## config.mk

```make
export PLATFORM = sky130hd
export DESIGN_NAME = door_lock_ctrl
export DESIGN_NICKNAME = d
export VERILOG_FILES = /design/src/rtl/door_lock_pkg.sv /design/src/rtl/door_lock_chan.sv /design/src/rtl/door_lock_ctrl.sv
export SDC_FILE = /design/constraint.sdc
export NUM_CORES = 1
export LEC_CHECK = 0
export CORE_MARGIN = 2
export CORE_UTILIZATION = 40
export CTS_BUF_LIST = sky130_fd_sc_hd__clkbuf_16
export DETAILED_ROUTE_END_ITERATION = 7
export GPL_ROUTABILITY_DRIVEN = 1
export GPL_TIMING_DRIVEN = 0
export MAX_ROUTING_LAYER = met4
export PLACE_DENSITY = 0.68
export SYNTH_ARGS = -nofsm -noshare
export SYNTH_HDL_FRONTEND = slang
export SYNTH_HIERARCHICAL = 1
export SYNTH_SLANG_ARGS = --single-unit
```

## constraint.sdc

```tcl
create_clock -name clk -period 4.3 [get_ports clk]
set_clock_uncertainty 0.15 [all_clocks]
set_input_delay 0.645 -clock clk [delete_from_list [all_inputs] [get_ports clk]]
set_output_delay 0.645 -clock clk [all_outputs]
set_load 0.01 [all_outputs]
```

## src/rtl/door_lock_pkg.sv

```systemverilog
// Shared types and defaults for the room-terminal door lock controller.
package door_lock_pkg;

  typedef enum logic [1:0] {
    LOCKED     = 2'd0,
    OPEN_TIMED = 2'd1,
    OPEN_HELD  = 2'd2
  } lock_state_t;

  // 1 s at 50 MHz
  localparam int HOLD_CYCLES_DEF = 50_000_000;

endpackage

```

## src/rtl/door_lock_chan.sv

```systemverilog
// One door channel: request edge detection, lock FSM, auto-relock timer, denied pulse.
module door_lock_chan
  import door_lock_pkg::*;
#(
  parameter int  HOLD_CYCLES = HOLD_CYCLES_DEF,
  localparam int TW          = $clog2(HOLD_CYCLES)
) (
  input  logic clk,
  input  logic reset,
  input  logic booked,
  input  logic unlock_req,
  input  logic lock_req,
  input  logic pb_state,
  output logic lock_output,
  output logic denied,
  output logic lock_nxt
);

  localparam logic [TW-1:0] RELOAD = TW'(HOLD_CYCLES - 1);

  lock_state_t   state, state_nxt;
  logic [TW-1:0] timer, timer_nxt;
  logic          denied_nxt;
  logic          unlock_q, lock_q;
  logic          unlock_rise, lock_rise;

  assign unlock_rise = unlock_req & ~unlock_q;
  assign lock_rise   = lock_req & ~lock_q;

  always_comb begin
    state_nxt  = state;
    timer_nxt  = timer;
    denied_nxt = 1'b0;
    case (state)
      LOCKED: begin
        if (pb_state) begin
          state_nxt = OPEN_HELD;
        end else if (lock_rise) begin
          // a lock edge beats a coincident unlock edge and suppresses denied
          state_nxt = LOCKED;
        end else if (unlock_rise) begin
          if (booked) begin
            denied_nxt = 1'b1;
          end else begin
            state_nxt = OPEN_TIMED;
            timer_nxt = RELOAD;
          end
        end
      end
      OPEN_TIMED: begin
        if (pb_state) begin
          state_nxt = OPEN_HELD;
        end else if (lock_rise || booked) begin
          state_nxt = LOCKED;
        end else if (unlock_rise) begin
          timer_nxt = RELOAD;
        end else if (timer == '0) begin
          state_nxt = LOCKED;
        end else begin
          timer_nxt = timer - TW'(1);
        end
      end
      OPEN_HELD: begin
        // lock_req and booked are ignored while someone is leaving
        if (!pb_state) begin
          state_nxt = OPEN_TIMED;
          timer_nxt = RELOAD;
        end
      end
      default: state_nxt = LOCKED;
    endcase
  end

  assign lock_nxt = (state_nxt != LOCKED);

  // Register stage: edge history, FSM state, timer and outputs
  always_ff @(posedge clk) begin
    if (reset) begin
      state       <= LOCKED;
      timer       <= '0;
      unlock_q    <= 1'b1;
      lock_q      <= 1'b1;
      lock_output <= 1'b0;
      denied      <= 1'b0;
    end else begin
      state       <= state_nxt;
      timer       <= timer_nxt;
      unlock_q    <= unlock_req;
      lock_q      <= lock_req;
      lock_output <= lock_nxt;
      denied      <= denied_nxt;
    end
  end

endmodule

```

## src/rtl/door_lock_ctrl.sv

```systemverilog
// Multi-door lock controller: N independent channels plus a registered all-locked summary.
module door_lock_ctrl
  import door_lock_pkg::*;
#(
  parameter int N_DOORS     = 1,
  parameter int HOLD_CYCLES = HOLD_CYCLES_DEF
) (
  input  logic               clk,
  input  logic               reset,
  input  logic [N_DOORS-1:0] booked,
  input  logic [N_DOORS-1:0] unlock_req,
  input  logic [N_DOORS-1:0] lock_req,
  input  logic [N_DOORS-1:0] pb_state,
  output logic [N_DOORS-1:0] lock_output,
  output logic [N_DOORS-1:0] denied,
  output logic               all_locked
);

  logic [N_DOORS-1:0] lock_nxt;

  for (genvar i = 0; i < N_DOORS; i++) begin : g_chan
    door_lock_chan #(
      .HOLD_CYCLES(HOLD_CYCLES)
    ) u_chan (
      .clk        (clk),
      .reset      (reset),
      .booked     (booked[i]),
      .unlock_req (unlock_req[i]),
      .lock_req   (lock_req[i]),
      .pb_state   (pb_state[i]),
      .lock_output(lock_output[i]),
      .denied     (denied[i]),
      .lock_nxt   (lock_nxt[i])
    );
  end

  // Built from next-state so it lines up with the registered lock_output bits
  always_ff @(posedge clk) begin
    if (reset) begin
      all_locked <= 1'b1;
    end else begin
      all_locked <= ~|lock_nxt;
    end
  end

endmodule

```

### After elaboration in Yosys (flattened, before gate mapping)

Index checks and enable logic that the tools add are counted.

* $add $sub $neg: 1
* equality and inequality tests: 10
* muxes and demuxes: 21
* bitwise operators: 6
* reduce and logical (&&, ||, !) cells: 8

Operator list (count)
* $mux W26: 9
* $pmux W26 S3: 1
* $logic_not A26 Y1: 1
* $sub A26 B1 Y26 const B: 1
* $mux W2: 9
* $ne A2 B2 Y1 const B: 6
* $reduce_and A9 Y1: 1
* $pmux W2 S3: 1
* $reduce_or A5 Y1: 1
* $not A1 Y1: 4
* $ne A3 B2 Y1 const B: 1
* $reduce_bool A3 Y1: 1
* $and A1 B1 Y1: 2
* $eq A2 B1 Y1 const B: 1
* $eq A2 B2 Y1 const B: 1
* $logic_not A2 Y1: 1
* $ne A2 B1 Y1 const B: 1
* $reduce_bool A2 Y1: 1
* $logic_not A1 Y1: 1
* $logic_or A1 B1 Y1: 1
* $mux W1: 1

* register bits after elaboration: 33
* bits of input ports: 6
* output and inout bits: 3
* logic and storage cells: 53

### Depth between registers and ports, before layout

Gate-level depths: netlist of the first run.

* depth after elaboration: 8
* mapped depth: 9
* gate-level depth less buffers: 8

### Cells and area by module

Netlist of the first run, hierarchy kept.

By module, submodules not included
* door_lock_chan: times used 1, cells each 209, area each 1891.8 um^2, sequential area each 640.6 um^2
* door_lock_ctrl: times used 1, cells each 2, area each 26.3 um^2, sequential area each 20.0 um^2

### Worst setup path after synthesis of the first run

Ideal clock, no wire load.

* path kind: input to register
* from: input unlock_req
* to: register g_chan[0].u_chan.timer[5]
* library setup time: 0.141 ns
* data arrival time: 2.080 ns
* required time: 4.009 ns
* path slack: 1.929 ns
* stages: 6
* buffers on the path: 1
* path through: nor2b_1 > or4_4 > or3_4 > buf_2 > a31oi_1 > a311oi_2

* longest elaborated chain between the ends: 5
* elaborated cells on any way between the ends: 8
* classes of those cells: eq/ne (2); mux (4); bitwise (1); reduce/logical (1)

RTL lines
* start, declared: line door_lock_ctrl.sv:11 `input logic [N_DOORS-1:0] unlock_req,`
* $and A1 B1 Y1 (*): line door_lock_chan.sv:27 `assign unlock_rise = unlock_req & ~unlock_q;`
* $mux W26: line door_lock_chan.sv:55 `end else if (unlock_rise) begin`
* $mux W26: line door_lock_chan.sv:53 `end else if (lock_rise || booked) begin`
* $mux W26: line door_lock_chan.sv:51 `if (pb_state) begin`
* $pmux W26 S3: line door_lock_chan.sv:34 `case (state)`
* end signal, assigned: line door_lock_chan.sv:87 `timer <= timer_nxt;`
* end, declared: line door_lock_chan.sv:22 `logic [TW-1:0] timer, timer_nxt;`

Every way passes the cells marked *; elsewhere a longest branch is shown, timed or not. The select of a mux whose other input is x is not followed.
A chain may end at the register's enable or synchronous reset.

### Worst setup path in the final report of the first run

* from: input unlock_req
* to: register g_chan[0].u_chan.timer[13]

The elaborated chain is that of the path after synthesis.

==> results of run 1 <==
cell type report:
type / instances / area share [%]
plain buffers: 14 / 3.52
clock buffers: 5 / 5.68
clock inverters: 3 / 0.624
inverters: 4 / 0.681
multi-input cells: 160 / 52.8
flip-flops and latches: 33 / 30.0
well taps: 54 / 3.06
repair buffers: 8 / 3.63
sequential cells by signal, summed over array words and instances, names as in the netlist:
| register | flops |
|---|---|
| g_chan.u_chan/lock_q | 1 |
| g_chan.u_chan/state | 2 |
| g_chan.u_chan/lock_output | 1 |
| g_chan.u_chan/denied | 1 |
| g_chan.u_chan/unlock_q | 1 |
| g_chan.u_chan/timer | 26 |
| all_locked | 1 |
power by group:
part / internal, uW / total, uW / switching (uW)
registers: 321 / 340 / 18.8
clock network: 210 / 340 / 131
logic: 66.7 / 181 / 115
layer usage:
| layer | up-vias | GRT usage, % | part of all wire, % |
|---|---|---|---|
| met5 | - | - | 0 |
| li1 | 876 | - | - |
| met2 | 70 | 30.4 | 46 |
| met3 | 9 | 4.01 | 7.2 |
| met4 | 0 | 12.3 | 2.2 |
| met1 | 908 | 29.7 | 44 |
Yosys cell counts, drive strengths merged (3+ instances only):
cell / number
or3: 4
nor2: 15
nor3: 12
clkbuf: 7
inv: 4
or4: 4
a21oi: 11
nor4: 10
o21ai: 10
a31oi: 17
dfxtp: 33
nand2b: 4
buf: 7
o31ai: 7
nand2: 9
nand4: 4
a311oi: 15
nand3: 5
and4: 3
worst paths after layout:
kind	slack (ns)	depth (start not counted)	start	end
hold reg to reg	0.37	2	g_chan[0].u_chan/timer[11]$_SDFFE_PP0P_	g_chan[0].u_chan/timer[11]$_SDFFE_PP0P_
hold / removal	0.37	2	g_chan[0].u_chan/timer[11]$_SDFFE_PP0P_	g_chan[0].u_chan/timer[11]$_SDFFE_PP0P_
setup / recovery	1.22	7	unlock_req	g_chan[0].u_chan/timer[13]$_SDFFE_PP0P_
setup reg to reg	1.64	6	g_chan[0].u_chan/state[0]$_SDFF_PP0_	g_chan[0].u_chan/timer[13]$_SDFFE_PP0P_
metrics by stage:
step | hold WS, ns | cell area (sq um) | std cells | util, %
after detailed placement | 0.351 | 2070 | 273 | 44.3
final | 0.366 | 2200 | 281 | 47.3
after CTS | 0.356 | 2200 | 281 | 47.3
after floorplan | 0.316 | 1920 | 211 | -
after global routing | 0.389 | 2200 | 281 | 47.3
after global placement | 0.336 | 2070 | 273 | 44.3
worst reg2reg max path, cell delays in order (launching register included):
cell and delay (ns):
dfxtp_1 0.40, inv_1 0.10, nor3_1 0.89, clkbuf_1 0.53
o31ai_1 0.16, a31oi_1 0.23, a311oi_2 0.06
kinds of logic (layout without fill, tap and decap cells):
kind of cell    Yosys count  count (layout)  synth area share [%]
buf+inv                  18              34                  4.83
flops                    33              33                  34.4
simple gates             85              85                  29.4
compound gates           73              73                  30.1
fa+ha+maj                 2               2                  1.30
==> summary.md, run 1 <==
| Metric | Value |
|---|---|
| P_leak | 0.000756 uW |
| Clk sinks | 33 |
| Post-synth EDFFs | 0 |
| Crit path kind | in -> reg |
| CP max-delay cell | nor3_1 |
| Fin worst setup slack | 1.22 ns |
| Final Hold Viols | 0 |
| Largest net degree at the start of global routing | 11 |
| Num ports | 9 |
| DR pass1 iterations | 4 |
| Layout cells sized above 1 | 15.4% |
| Pre-CTS setup slack | 0.973 ns |
| Synth area leaders | dfxtp_1, a311oi_2, a31oi_1 |
| Clock Path Buffers | 2 |
| HPWL after DPL | 3.40 mm |
| Maxcap violations | 0 |
| Vias | 1863 |
| Fin crit period | 3.08 ns |
| Worst Path Arrival | 3.07 ns |
| ANT cells | 0 |
| Nets@finish | 234 |
| Avg Cell Area, Syn | 9.09 sq um |
| Pwr Total | 861 uW |
| Outcome | finished clean |
| Crit-path leading delay family | simple AND/OR/NAND/NOR gates |
| Synth area leader | dfxtp_1 |
| Multi-input logic area | approximately 0.0012 sq mm |
| Post-route ant nets | 0 |
| PwrDens | approximately 390 mW/mm^2 |
| H-Tree Depth | 2 |
| FF+latch count, synth | 33 |
| DRC Markers | 0 |
| Mapped Nets | 219 |
| Initial core utilization | 41.2% |
| Fraction of registers with async set or reset after synthesis | 0% |
| Global route total overflow | 0 |
| Drt total wl | 5.14 mm |
| Synth-to-Final Area Change | 14.9% |
| Hold bufs inserted after CTS | 0 |
| Worst slew pin tran | 1.09 ns |
| Final setup violation count | 0 |
| Wirelength per Cell | 18.3 microns |
| Buffer and inverter count on the worst path | 2 |
| Commonest non-fill, non-tap cell in the layout | dfxtp_1 |
| Post-CTS setup buffer count | 0 |
| GRT Overall Usage | ~22% |
| Vias in the first global route | 1644 |
| Total CTS buffers | 5 |
| Main synth FF type | dfxtp_1 |
| Peak VDD IR | approximately 0.17 mV |
| Mapped Cells | 211 |
| Register area | 661 sq um |
| Yosys synthesis warning count | 6 |
| Synthesized area | 0.00192 sq mm |
| Rows | 25 |
| Worst slew margin | 26.6% |
| Clk_lat worst skew | 0.28 ns |
| IO Port Bufs | 8 |
| Crit end category | flip-flop |
| TritonCTS clock tree | built |
| Final Cycle Share | 71.5% |
| Via-per-instance ratio | around 6.6 |
| Initial antenna violation count | 0 |
| CP max FO | 10 |
| Die area | 0.00536 sq mm |
| Worst-path clk slew | roughly 0.05 ns |
| Synth top area share | 34.4% |
| Chip height | 73.2 microns |
| Commonest cells after routing, fill and taps aside | dfxtp_1, a31oi_1, nor2_1 |
| Synth cell types | 51 |
| Setup crit start kind | input pin |
| First-pass GRT wire length | approximately 8.6 mm |
| DR iter-0 viols | 206 |
| Fmax | 325 MHz |
| Fillers | 449 |
| Max-slew violations | 0 |
| Setup TNS | 0 ns |
| CTS root buffer | clkbuf_16 |
| Crit-path cells | clkdlybuf4s50_1 -> nor2b_1 -> nor3_1 -> clkbuf_1 -> o31ai_1 -> a31oi_1 -> a311oi_2 |
| WP data required | approximately 4.3 ns |
| Hold Crit Class | reg -> reg |
| Die Span X | 73.2 microns |
| GP Congestion | 0.893 |
| Critical Path Max Stage Delay | about 0.85 ns |
| RSZ-0062 raised after global routing | no |
| Cts repair resizes | 0 |
| Register area share after synthesis | 34.4% |
| Core footprint | 0.00466 sq mm |
No activity file was read; power rests on OpenSTA's default activity.
==> inputs of run 2 (changes only) <==
- clock period: 4.3 -> 2.9 ns (I/O delays scaled with it)
==> summary.md, run 2 (same netlist as run 1, synthesis figures left out) <==
| Metric | Value |
|---|---|
| Outcome | finished clean (unchanged) |
| Drt total wl | 5.16 mm (was 5.14 mm) |
| Fin area | 0.00221 sq mm (was 0.00220 sq mm) |
| GRT Overall Usage | 21.9% (unchanged) |
| Setup crit start kind | input pin (unchanged) |
| Final Hold Viols | 0 (unchanged) |
| Post-CTS setup buffer count | 0 (unchanged) |
| Layout cells sized above 1 | 15.9% (was 15.4%) |
| Area post-placement | 0.00207 sq mm (unchanged) |
| P_leak | 0.000756 uW (about the same) |
| CTS root buffer | clkbuf_16 (unchanged) |
| Wirelength per Cell | 18.4 microns (was 18.3 microns) |
| Clk sinks | 33 (unchanged) |
| Initial core utilization | 41.2% (unchanged) |
| Largest register FFs | 26 (unchanged) |
| Vias in the first global route | 1644 (unchanged) |
| TritonCTS clock tree | built (unchanged) |
| Vias | 1842 (was 1863) |
| H-Tree Depth | 2 (unchanged) |
| Final Cycle Share | 90.1% |
| Rows | 25 (unchanged) |
| Clk_lat worst skew | 0.28 ns (about the same) |
| CP max FO | 10 (unchanged) |
| Total CTS buffers | 5 (unchanged) |
| Worst slew pin tran | 0.879 ns (was 1.09 ns) |
| Worst slew margin | 40.8% (was 26.6%) |
| Largest net degree at the start of global routing | 11 (unchanged) |
| First-pass GRT wire length | 8.60 mm (unchanged) |
| Initial antenna violation count | 0 (unchanged) |
| Post-route ant nets | 0 (unchanged) |
| Fmax | around 380 MHz |
| Inst Count DP | 273 (unchanged) |
| Pre-CTS setup slack | -0.217 ns (was 0.973 ns) |
| Crit-path cells | clkdlybuf4s50_1 -> nor2b_1 -> o31a_1 -> o21a_1 -> clkbuf_1 -> a31oi_1 -> a311oi_2 (was clkdlybuf4s50_1 -> nor2b_1 -> nor3_1 -> clkbuf_1 -> o31ai_1 -> a31oi_1 -> a311oi_2) |
| Fillers | 450 (was 449) |
| Fin crit period | around 2.6 ns |
| Final setup violation count | 0 (unchanged) |
| Maxcap violations | 0 (unchanged) |
| Die Span X | 73.2 microns (unchanged) |
| Biggest register | g_chan.u_chan/timer (unchanged) |
| Worst Path Arrival | 2.65 ns (was 3.07 ns) |
| Commonest non-fill, non-tap cell in the layout | dfxtp_1 (unchanged) |
| DRC Markers | 0 (unchanged) |
| Final non-filler cell total | 281 (unchanged) |
| Biggest regs | g_chan.u_chan/timer: 26 flops, g_chan.u_chan/state: 2 flops (unchanged) |
| Multi-input logic area | 0.00117 sq mm (was 0.00116 sq mm) |
| Crit end category | flip-flop (unchanged) |
| Pwr Total | 1280 uW (was 861 uW) |
| R2R setup slack | 0.53 ns (was 1.64 ns) |
| Chip height | 73.2 microns (unchanged) |
| GP Congestion | 0.893 (unchanged) |
| Fin worst setup slack | 0.287 ns (was 1.22 ns) |
| Register area | 661 sq um (unchanged) |
| Critical Path Max Stage Delay | 0.48 ns (was 0.85 ns) |
| Synth-to-Final Area Change | 15.2% (was 14.9%) |
| Num ports | 9 (unchanged) |
| WP data required | 2.94 ns (was 4.29 ns) |
| Global route total overflow | 0 (unchanged) |
| ANT cells | 0 (unchanged) |
| Core footprint | 0.00466 sq mm (unchanged) |
| PwrDens | 578 mW/mm^2 (was 391 mW/mm^2) |
| Via-per-instance ratio | 6.56 (was 6.63) |
| Nets@finish | 234 (unchanged) |
| Clock Path Buffers | 2 (unchanged) |
| Max-slew violations | 0 (unchanged) |
| Hold Crit Class | reg -> reg (unchanged) |
| Crit path kind | in -> reg (unchanged) |
| RSZ-0062 raised after global routing | no (unchanged) |
| Peak VDD IR | 0.259 mV (was 0.175 mV) |
| DR iter-0 viols | 184 (was 206) |
| CP max-delay cell | clkbuf_1 (was nor3_1) |
| HPWL after DPL | 3.40 mm (unchanged) |
| Worst-path clk slew | 0.05 ns (about the same) |
| DR pass1 iterations | 4 (unchanged) |
| Die area | 0.00536 sq mm (unchanged) |
| IO Port Bufs | 8 (unchanged) |
| Commonest cells after routing, fill and taps aside | dfxtp_1, a31oi_1, nor2_1 (unchanged) |
run 2: cell types whose count changed in the layout (fill, tap and decap cells not counted):
cell / delta
nor3_2: +1
nor3_1: -1
run 2: power by group:
part	leakage (uW)	internal, uW	switching [uW]	total (uW)
Sequential	0.000270	476	27.9	504
Combinational	0.000412	99.1	170	269
Clock	0.0000748	311	194	505
run 2: worst paths after layout:
kind                                            from                                 endpoint  cells past startpoint
min reg2reg  g_chan[0].u_chan/timer[24]$_SDFFE_PP0P_  g_chan[0].u_chan/timer[24]$_SDFFE_PP0P_                      2
min          g_chan[0].u_chan/timer[24]$_SDFFE_PP0P_  g_chan[0].u_chan/timer[24]$_SDFFE_PP0P_                      2
max reg2reg   g_chan[0].u_chan/timer[0]$_SDFFE_PP0P_  g_chan[0].u_chan/timer[21]$_SDFFE_PP0P_                      8
max                                       unlock_req  g_chan[0].u_chan/timer[21]$_SDFFE_PP0P_                      7
run 2: area by class of cell:
cell class,instances,area share (%)
multi-input cells,160,52.9
flip-flops and latches,33,29.9
clock buffers,5,5.66
repair buffers,8,3.62
plain buffers,14,3.51
well taps,54,3.06
inverters,4,0.680
clock inverters,3,0.623
run 2: timing repair:
item,in CTS,in global routing
hold buffers,0,0
gates resized for setup,0,1
endpoints found under the setup margin,0,9
run 2: metrics by stage:
step / util (%) / hold WS, ns / setup TNS [ns]
2_1_floorplan: - / 0.316 / 0
3_3_place_gp: 44.3 / 0.336 / -1.49
3_5_place_dp: 44.3 / 0.351 / -1.48
4_1_cts: 47.3 / 0.356 / 0
5_1_grt: 47.4 / 0.389 / 0
6_report: 47.4 / 0.365 / 0
run 2: critical path, delay by kind of cell:
kind	cells	cell delay, ns
AO/OA/AOI/OAI	4	0.87
AND/OR/NAND/NOR	1	0.40
buffers and inverters	2	0.94
run 2: per-layer routing:
layer  part of all wire, %  global-route usage (%)  vias up
li1                      -                       -      874
met1                    46                    29.7      897
met2                    45                    30.4       62
met3                   6.1                    4.01        9
met4                   2.2                    12.3        0
met5                     0                       -        -
==> inputs of run 3 (changes only) <==
- SLEW_MARGIN: default -> 10
==> results of run 3 <==
The final DEF is identical to that of run 2; final timing and power are the same.
